`config.mk`:
```
export PLATFORM = sky130hd
export DESIGN_NAME = regfile_fwd
export DESIGN_NICKNAME = d
export VERILOG_FILES = /design/src/rtl/regfile_fwd_pkg.sv /design/src/rtl/regfile_array.sv /design/src/rtl/regfile_fwd.sv
export SDC_FILE = /design/constraint.sdc
export NUM_CORES = 2
export LEC_CHECK = 0
export BUFFER_PORTS_ARGS = -buffer_cell sky130_fd_sc_hd__buf_2
export CAP_MARGIN = 5
export CORE_MARGIN = 4
export CORE_UTILIZATION = 35
export CTS_CLUSTER_SIZE = 30
export DETAILED_ROUTE_END_ITERATION = 8
export GPL_TIMING_DRIVEN = 0
export PLACE_DENSITY_LB_ADDON = 0.3
export SLEW_MARGIN = 0
export SYNTH_ARGS = -nofsm -noshare
export SYNTH_HDL_FRONTEND = slang
export SYNTH_SLANG_ARGS = --single-unit
```
`constraint.sdc`:
```
create_clock -name clk -period 9.67 [get_ports clk]
set_input_delay 1.934 -clock clk [delete_from_list [all_inputs] [get_ports clk]]
set_output_delay 1.934 -clock clk [all_outputs]
set_load 0.005 [all_outputs]
```
`src/rtl/regfile_fwd_pkg.sv`:
```
// Shared types and constants for the ID-stage register file with operand forwarding.
package regfile_fwd_pkg;

   localparam int REG_NUM = 32;
   localparam int REG_W   = 32;
   localparam int ADDR_W  = $clog2(REG_NUM);

   localparam logic [REG_W-1:0]  ZERO_WORD    = {REG_W{1'b0}};
   localparam logic [ADDR_W-1:0] NOP_REG_ADDR = {ADDR_W{1'b0}};
   localparam logic              WRITE_ENABLE = 1'b1;
   localparam logic              READ_ENABLE  = 1'b1;
   localparam logic              STOP         = 1'b1;
   localparam logic              NO_STOP      = 1'b0;
   localparam logic              RST_ENABLE   = 1'b1;

   // Which producer supplies a read port; ordered youngest-first after ZERO.
   typedef enum logic [2:0] {
      SRC_ZERO  = 3'd0,
      SRC_EX    = 3'd1,
      SRC_MEM   = 3'd2,
      SRC_WB    = 3'd3,
      SRC_ARRAY = 3'd4
   } fwd_src_e;

endpackage : regfile_fwd_pkg

```
`src/rtl/regfile_array.sv`:
```
// Architectural register storage: one synchronous write port with x0 masking and
// two raw asynchronous read ports (no forwarding, no reset gating on reads).
module regfile_array
   import regfile_fwd_pkg::*;
#(
   parameter int NUM = REG_NUM,
   parameter int W   = REG_W,
   parameter int AW  = ADDR_W
) (
   input  logic          clk,
   input  logic          rst,
   input  logic          we_i,
   input  logic [AW-1:0] waddr_i,
   input  logic [W-1:0]  wdata_i,
   input  logic [AW-1:0] raddr1_i,
   input  logic [AW-1:0] raddr2_i,
   output logic [W-1:0]  rdata1_o,
   output logic [W-1:0]  rdata2_o
);

   logic [W-1:0] regs_q [NUM];

   // Reset wins over a same-cycle write; x0 is never stored into.
   always_ff @(posedge clk) begin
      if (rst == RST_ENABLE) begin
         for (int i = 0; i < NUM; i++) begin
            regs_q[i] <= {W{1'b0}};
         end
      end else if (we_i && (waddr_i != {AW{1'b0}})) begin
         regs_q[waddr_i] <= wdata_i;
      end
   end

   assign rdata1_o = regs_q[raddr1_i];
   assign rdata2_o = regs_q[raddr2_i];

endmodule : regfile_array

```
`src/rtl/regfile_fwd.sv`:
```
// ID-stage register file: two read ports with EX/MEM/WB forwarding and a
// combinational load-use stall request.
module regfile_fwd
   import regfile_fwd_pkg::*;
#(
   parameter int REG_NUM = regfile_fwd_pkg::REG_NUM,
   parameter int REG_W   = regfile_fwd_pkg::REG_W,
   parameter int ADDR_W  = regfile_fwd_pkg::ADDR_W
) (
   input  logic              clk,
   input  logic              rst,
   input  logic              wb_we_i,
   input  logic [ADDR_W-1:0] wb_wd_i,
   input  logic [REG_W-1:0]  wb_wdata_i,
   input  logic              mem_we_i,
   input  logic [ADDR_W-1:0] mem_wd_i,
   input  logic [REG_W-1:0]  mem_wdata_i,
   input  logic              ex_we_i,
   input  logic [ADDR_W-1:0] ex_wd_i,
   input  logic [REG_W-1:0]  ex_wdata_i,
   input  logic              ex_is_load_i,
   input  logic              re1_i,
   input  logic [ADDR_W-1:0] raddr1_i,
   input  logic              re2_i,
   input  logic [ADDR_W-1:0] raddr2_i,
   output logic [REG_W-1:0]  rdata1_o,
   output logic [REG_W-1:0]  rdata2_o,
   output logic              stallreq_o
);

   logic [REG_W-1:0] arr_rdata1_s;
   logic [REG_W-1:0] arr_rdata2_s;
   fwd_src_e         src1_s;
   fwd_src_e         src2_s;

   regfile_array #(
      .NUM (REG_NUM),
      .W   (REG_W),
      .AW  (ADDR_W)
   ) u_array (
      .clk      (clk),
      .rst      (rst),
      .we_i     (wb_we_i),
      .waddr_i  (wb_wd_i),
      .wdata_i  (wb_wdata_i),
      .raddr1_i (raddr1_i),
      .raddr2_i (raddr2_i),
      .rdata1_o (arr_rdata1_s),
      .rdata2_o (arr_rdata2_s)
   );

   // Youngest producer wins; a load in EX has no data yet and is never a source.
   function automatic fwd_src_e pick_src(
      input logic              rst_v,
      input logic              re,
      input logic [ADDR_W-1:0] raddr,
      input logic              ex_we,
      input logic [ADDR_W-1:0] ex_wd,
      input logic              ex_is_load,
      input logic              mem_we,
      input logic [ADDR_W-1:0] mem_wd,
      input logic              wb_we,
      input logic [ADDR_W-1:0] wb_wd
   );
      fwd_src_e src;
      if (rst_v || !re || (raddr == {ADDR_W{1'b0}})) begin
         src = SRC_ZERO;
      end else if (ex_we && (ex_wd == raddr) && !ex_is_load) begin
         src = SRC_EX;
      end else if (mem_we && (mem_wd == raddr)) begin
         src = SRC_MEM;
      end else if (wb_we && (wb_wd == raddr)) begin
         src = SRC_WB;
      end else begin
         src = SRC_ARRAY;
      end
      return src;
   endfunction

   function automatic logic [REG_W-1:0] mux_src(
      input fwd_src_e         src,
      input logic [REG_W-1:0] ex_d,
      input logic [REG_W-1:0] mem_d,
      input logic [REG_W-1:0] wb_d,
      input logic [REG_W-1:0] arr_d
   );
      logic [REG_W-1:0] d;
      case (src)
         SRC_EX:    d = ex_d;
         SRC_MEM:   d = mem_d;
         SRC_WB:    d = wb_d;
         SRC_ARRAY: d = arr_d;
         default:   d = {REG_W{1'b0}};
      endcase
      return d;
   endfunction

   // Read-port forwarding selection and data muxing.
   always_comb begin
      src1_s   = pick_src(rst, re1_i, raddr1_i, ex_we_i, ex_wd_i, ex_is_load_i,
                          mem_we_i, mem_wd_i, wb_we_i, wb_wd_i);
      src2_s   = pick_src(rst, re2_i, raddr2_i, ex_we_i, ex_wd_i, ex_is_load_i,
                          mem_we_i, mem_wd_i, wb_we_i, wb_wd_i);
      rdata1_o = mux_src(src1_s, ex_wdata_i, mem_wdata_i, wb_wdata_i, arr_rdata1_s);
      rdata2_o = mux_src(src2_s, ex_wdata_i, mem_wdata_i, wb_wdata_i, arr_rdata2_s);
   end

   // Load in EX whose destination is read by ID must hold the front end one cycle.
   always_comb begin
      stallreq_o = NO_STOP;
      if (!rst && ex_we_i && ex_is_load_i && (ex_wd_i != NOP_REG_ADDR) &&
          ((re1_i && (raddr1_i == ex_wd_i)) || (re2_i && (raddr2_i == ex_wd_i)))) begin
         stallreq_o = STOP;
      end else begin
         stallreq_o = NO_STOP;
      end
   end

endmodule : regfile_fwd

```
=== Word-level counts from Yosys, hierarchy flattened ===
Memory sizes are Yosys's and may differ from the RTL's.
Index checks and enable logic that the tools add are counted.

* Flip-flop bits (word level): 0
* Bits in writable memories: 1024
* Bits of input ports: 129
* Output and inout bits: 65
* Logic and storage cells: 65
* Memories kept: 1

* Equal/unequal tests: 16
* Mux-type cells: 19
* Reductions and logical operators: 29

{| class="wikitable"
|+ Memory list
! memory !! depth !! width !! rd ports !! clocked after Yosys merged registers in !! write ports !! line !! text
|-
| u_array.regs_q || 32 || 32 || 2 || 0 || 32 || regfile_array.sv:21 || <nowiki>logic [W-1:0] regs_q [NUM];</nowiki>
|}

{| class="wikitable"
|+ Operators with widths
! operator !! number
|-
| $pmux 32 s4 || 2
|-
| $eq 5x5->1 || 8
|-
| $mux 32 || 1
|-
| $reduce_or 32->1 || 1
|-
| $mux 3 || 8
|-
| $logic_and 1x1->1 || 15
|-
| $eq 3x2->1 const B || 4
|-
| $logic_not 5->1 || 2
|-
| $reduce_bool 5->1 || 2
|-
| $mux 1 || 7
|-
| $eq 3x1->1 const B || 2
|-
| $eq 3x3->1 const B || 2
|-
| $logic_or 1x1->1 || 5
|-
| $mux 5 || 1
|-
| $logic_not 1->1 || 4
|}

=== Depth between registers and ports, before layout ===
* Depth in word-level cells: 8
* Gate-level depth with buffers: 11
* Mapped depth without buffers: 6

=== By module ===
Synthesis repeated with hierarchy kept, for this count alone.

* Cell total of the unflattened synthesis: 5083
* Area, all modules: 58805.1 µm²

{| class="wikitable"
|+ By module, submodules not included
! module !! times used !! cells each !! area each (µm²) !! sequential area each (µm²)
|-
| regfile_array || 1 || 4605 || 55896.1 || 30749.5
|-
| regfile_fwd || 1 || 478 || 2909.0 || 0.0
|}

=== Worst setup path after synthesis ===
Ideal clock, no wire load.

* Path type: input -> register
* Start: input port wb_wd_i[2]
* End: memory u_array.regs_q[12][0] (netlist bit), enable pin
* Arrival: 5.102 ns
* Data required time: 9.204 ns
* Setup slack: 4.102 ns
* Stages on the path: 6
* Path buffers: 3
* Cell sequence: buf_2 > or3_1 > clkbuf_1 > nand4bb_1 > buf_2 > o21ai_0

{| class="wikitable"
|+ RTL lines
! item !! line !! text
|-
| start, declared || regfile_fwd.sv:13 || <nowiki>input logic [ADDR_W-1:0] wb_wd_i,</nowiki>
|-
| end, declared || regfile_array.sv:21 ||
|}

=== Final worst setup path ===
* Start: input port raddr1_i[1]
* End: output port rdata1_o[3]

* Longest elaborated chain between the ends: 8

{| class="wikitable"
|+ RTL lines
! item !! line !! text
|-
| start, declared || regfile_fwd.sv:23 || <nowiki>input logic [ADDR_W-1:0] raddr1_i,</nowiki>
|-
| $eq 5x5->1 || regfile_fwd.sv:72 || <nowiki>end else if (wb_we && (wb_wd == raddr)) begin</nowiki>
|-
| $logic_and 1x1->1 || regfile_fwd.sv:72 ||
|-
| $mux 3 || regfile_fwd.sv:72 ||
|-
| $mux 3 || regfile_fwd.sv:70 || <nowiki>end else if (mem_we && (mem_wd == raddr)) begin</nowiki>
|-
| $mux 3 || regfile_fwd.sv:68 || <nowiki>end else if (ex_we && (ex_wd == raddr) && !ex_is_load) begin</nowiki>
|-
| $mux 3 || regfile_fwd.sv:66 || <nowiki>if (rst_v || !re || (raddr == {ADDR_W{1'b0}})) begin</nowiki>
|-
| $eq 3x3->1, or another cell as far along || regfile_fwd.sv:88 || <nowiki>case (src)</nowiki>
|-
| $pmux 32 s4 (*) || regfile_fwd.sv:88 ||
|-
| end, declared || regfile_fwd.sv:26 || <nowiki>output logic [REG_W-1:0] rdata1_o,</nowiki>
|}

Mark *: on every way between the ends. The rest lies on a longest branch, timed or not.

==> impl_metrics.yaml <==
logic_synthesis:
  synth_seq_area_share: 0.548
  synthFlopType: "edfxtp_1"
  yosys_warnings: 0
  synth_edf_count: 1024
  synth_top_area_share: 0.548
  avgSynthCellArea_sq_um: 14.5
  synth_top_area_cell: "edfxtp_1"
  synth_area_leaders: "edfxtp_1 (55%), mux4_2 (20%), and2_1 (11%), mux2i_1 (1.9%), clkbuf_1 (1.7%)"
  synth.distinct_cells: 54
  synth.cell_area_sq_um: 56200
  ys_seq_elements: 1024
  syn_inst: 3870
  ys_async_sr_fraction: 0
clock_network:
  cts_root_buf: "clkbuf_16"
  cts.sinks: 1024
  hold_buffers: 0
  cts_tree: "yes"
  htreeDepth: 3
  path_clk_slew_ns: 0.06
  cts_setup_buffers: 0
  cts_buffers: 115
  cts_resized: 0
  cts_buffer_depth: 3
layout:
  stdcell_count: 6434
  finalNetCount: 4373
  postLayoutCoreUtil: 0.407
  final_area_sq_um: 64700
  largest_register_ffs: 1024
  layout_common_cells: "edfxtp_1 (1024), and2_1 (995), mux4_2 (505), buf_2 (296), clkbuf_1 (281)"
  layout-drive-gt1-share: 0.248
  final_common_cell: "edfxtp_1"
  top_register: "u_array.regs_q"
  syn2layout_area_growth_pct: 15.2
  reg_top3: "u_array.regs_q x1024"
placed_design:
  placed_area_sq_um: 61100
  dp_cells: 6198
  gp_congestion: 1.11
  dp_hpwl_microns: 193000
  port_buffers: 182
grt:
  grt_pass1_wl_microns: 349000
  use_met2: 0.434
  grt_max_degree: 33
  track_usage: 0.309
  top_usage_layer: "met2"
  grt.met1_usage: 0.392
  grt_pass1_vias: 39800
  antenna_found_initial: 19
  grt-ovfl-total: 0
  grtUsageMet3: 0.134
critical_path:
  cp-end-kind: "output port"
  path_class: "in2out"
  worst_setup_path_start_kind: "input pin"
  critPathRequiredTime_ns: 7.74
  crit_fanout: 11
  arrival_ns: 6.41
power_and_ir_drop:
  pwr-share-seq: 0.473
  p_int_mw: 8.07
  switchingPower_mw: 3.06
  p_comb_frac: 0.145
  p_leak_nw: 21.9
  cellPowerDensity_nw_per_um2: 172
  netSwitchingFraction: 0.275
  peakVddDrop_mv: 0.152
  total_power_mw: 11.1
  pwr-share-clk: 0.382
timing:
  period_minus_slack_ns: 8.35
  drv_slew: 19
  fmax_mhz: 120
  max-slew-margin-rel: -0.0953
  fin_crit_sh: 0.863
  rsz0062_at_grt: "false"
  worst_pin_slew_ns: 1.64
  setup_viol: 0
  finalHoldViolCount: 0
floorplan:
  core_area_sq_um: 159000
  start_util: 0.353
  die_w_microns: 409
  die_area_sq_um: 167000
  rows: 146
  die_h_microns: 409
  pin_count: 194
min_path:
  holdCritPathClass: "in2reg"
outcome:
  status: "finished, violations left"
  violations: "capacitance limit, slew limit"
routing:
  drcViolationCount: 0
  vias_per_cell: 6.55
  finalWirelength_microns: 265000
  drtIter0Drc: 7795
  via_count: 42100
  ant_nets: 0
  avgRoutedWirePerCell_microns: 41.2
  drtPass1Iterations: 7
job:
  maxCapViolCount: 3
-- kinds of logic after synthesis --
| family | synth area share |
|---|---|
| other | 0.0000668 |
| XOR/XNOR | 0.00468 |
| AO/OA/AOI/OAI | 0.0451 |
| multiplexers | 0.222 |
| flip-flops | 0.548 |
| buffers and inverters | 0.0342 |
| AND/OR/NAND/NOR | 0.147 |
-- power by group through the flow --
stage          logic (mW)  clock network, mW  registers (mW)
3_3_place_gp         1.48                  0            5.38
5_1_grt              1.61               4.41            5.28
3_5_place_dp         1.55                  0            5.35
4_1_cts              1.55               4.23            5.25
6_report             1.62               4.25            5.26
2_1_floorplan       0.810                  0            5.30
-- worst max-delay path, stage by stage --
cell and delay [ns]:
buf_2 0.48, xor2_1 0.13, nor3_1 0.29, nor4b_2 0.93, buf_2 0.42, buf_2 0.43
nor3_1 0.12, a21oi_1 0.80, o211ai_1 0.53, buf_2 0.29
-- cells in the mapped netlist (3+ instances only) --
master,count
nand2_1,155
edfxtp_1,1024
buf_4,29
buf_6,12
a2111oi_0,3
a221o_1,32
and3_1,4
nor3_1,70
xor2_1,28
o221ai_1,33
mux2i_1,107
nand2b_1,10
nand3b_1,9
o21ai_0,39
a31oi_1,4
buf_1,13
buf_2,113
nand4_1,5
or3_1,36
nand3_1,43
mux4_2,505
a22oi_1,37
a21oi_1,74
o22ai_1,105
o211ai_1,29
nor2b_1,13
clkbuf_1,252
and2_1,995
nor2_1,60
-- per-layer routing --
metal / part of all wire / wire length [microns] / vias up
li1: - / - / 15700
met3: 0.15 / 40200 / 859
met1: 0.36 / 94900 / 21700
met2: 0.41 / 110000 / 3882
met4: 0.077 / 20500 / 8
met5: 0.00020 / 52 / -
-- stage by stage --
| step | hold slack [ns] | TNS, ns | worst slack [ns] |
|---|---|---|---|
| 2_1_floorplan | 2.13 | 0 | 4.10 |
| 6_report | 1.62 | 0 | 1.32 |
| 3_5_place_dp | 2.37 | 0 | 1.81 |
| 5_1_grt | 1.61 | 0 | 1.50 |
| 3_3_place_gp | 2.36 | -2.40 | -0.0561 |
| 4_1_cts | 1.58 | 0 | 1.80 |
-- area by class of cell --
class	count	area [sq um]
Fill cell	14700	94200
Inverter	2	7.51
Antenna cell	29	72.6
Buffer	419	1920
Timing Repair Buffer	226	1900
Multi-Input combinational cell	2456	24000
Clock buffer	149	3050
Clock inverter	57	443
Tap cell	2072	2590
Sequential cell	1024	30700
-- path summary, 6_finish.rpt --
kind | end | cells past startpoint | start
min | u_array.regs_q[6][11] | 2 | wb_wdata_i[11]
max | rdata1_o[3] | 10 | raddr1_i[1]
(Power assumes the default switching activity.)
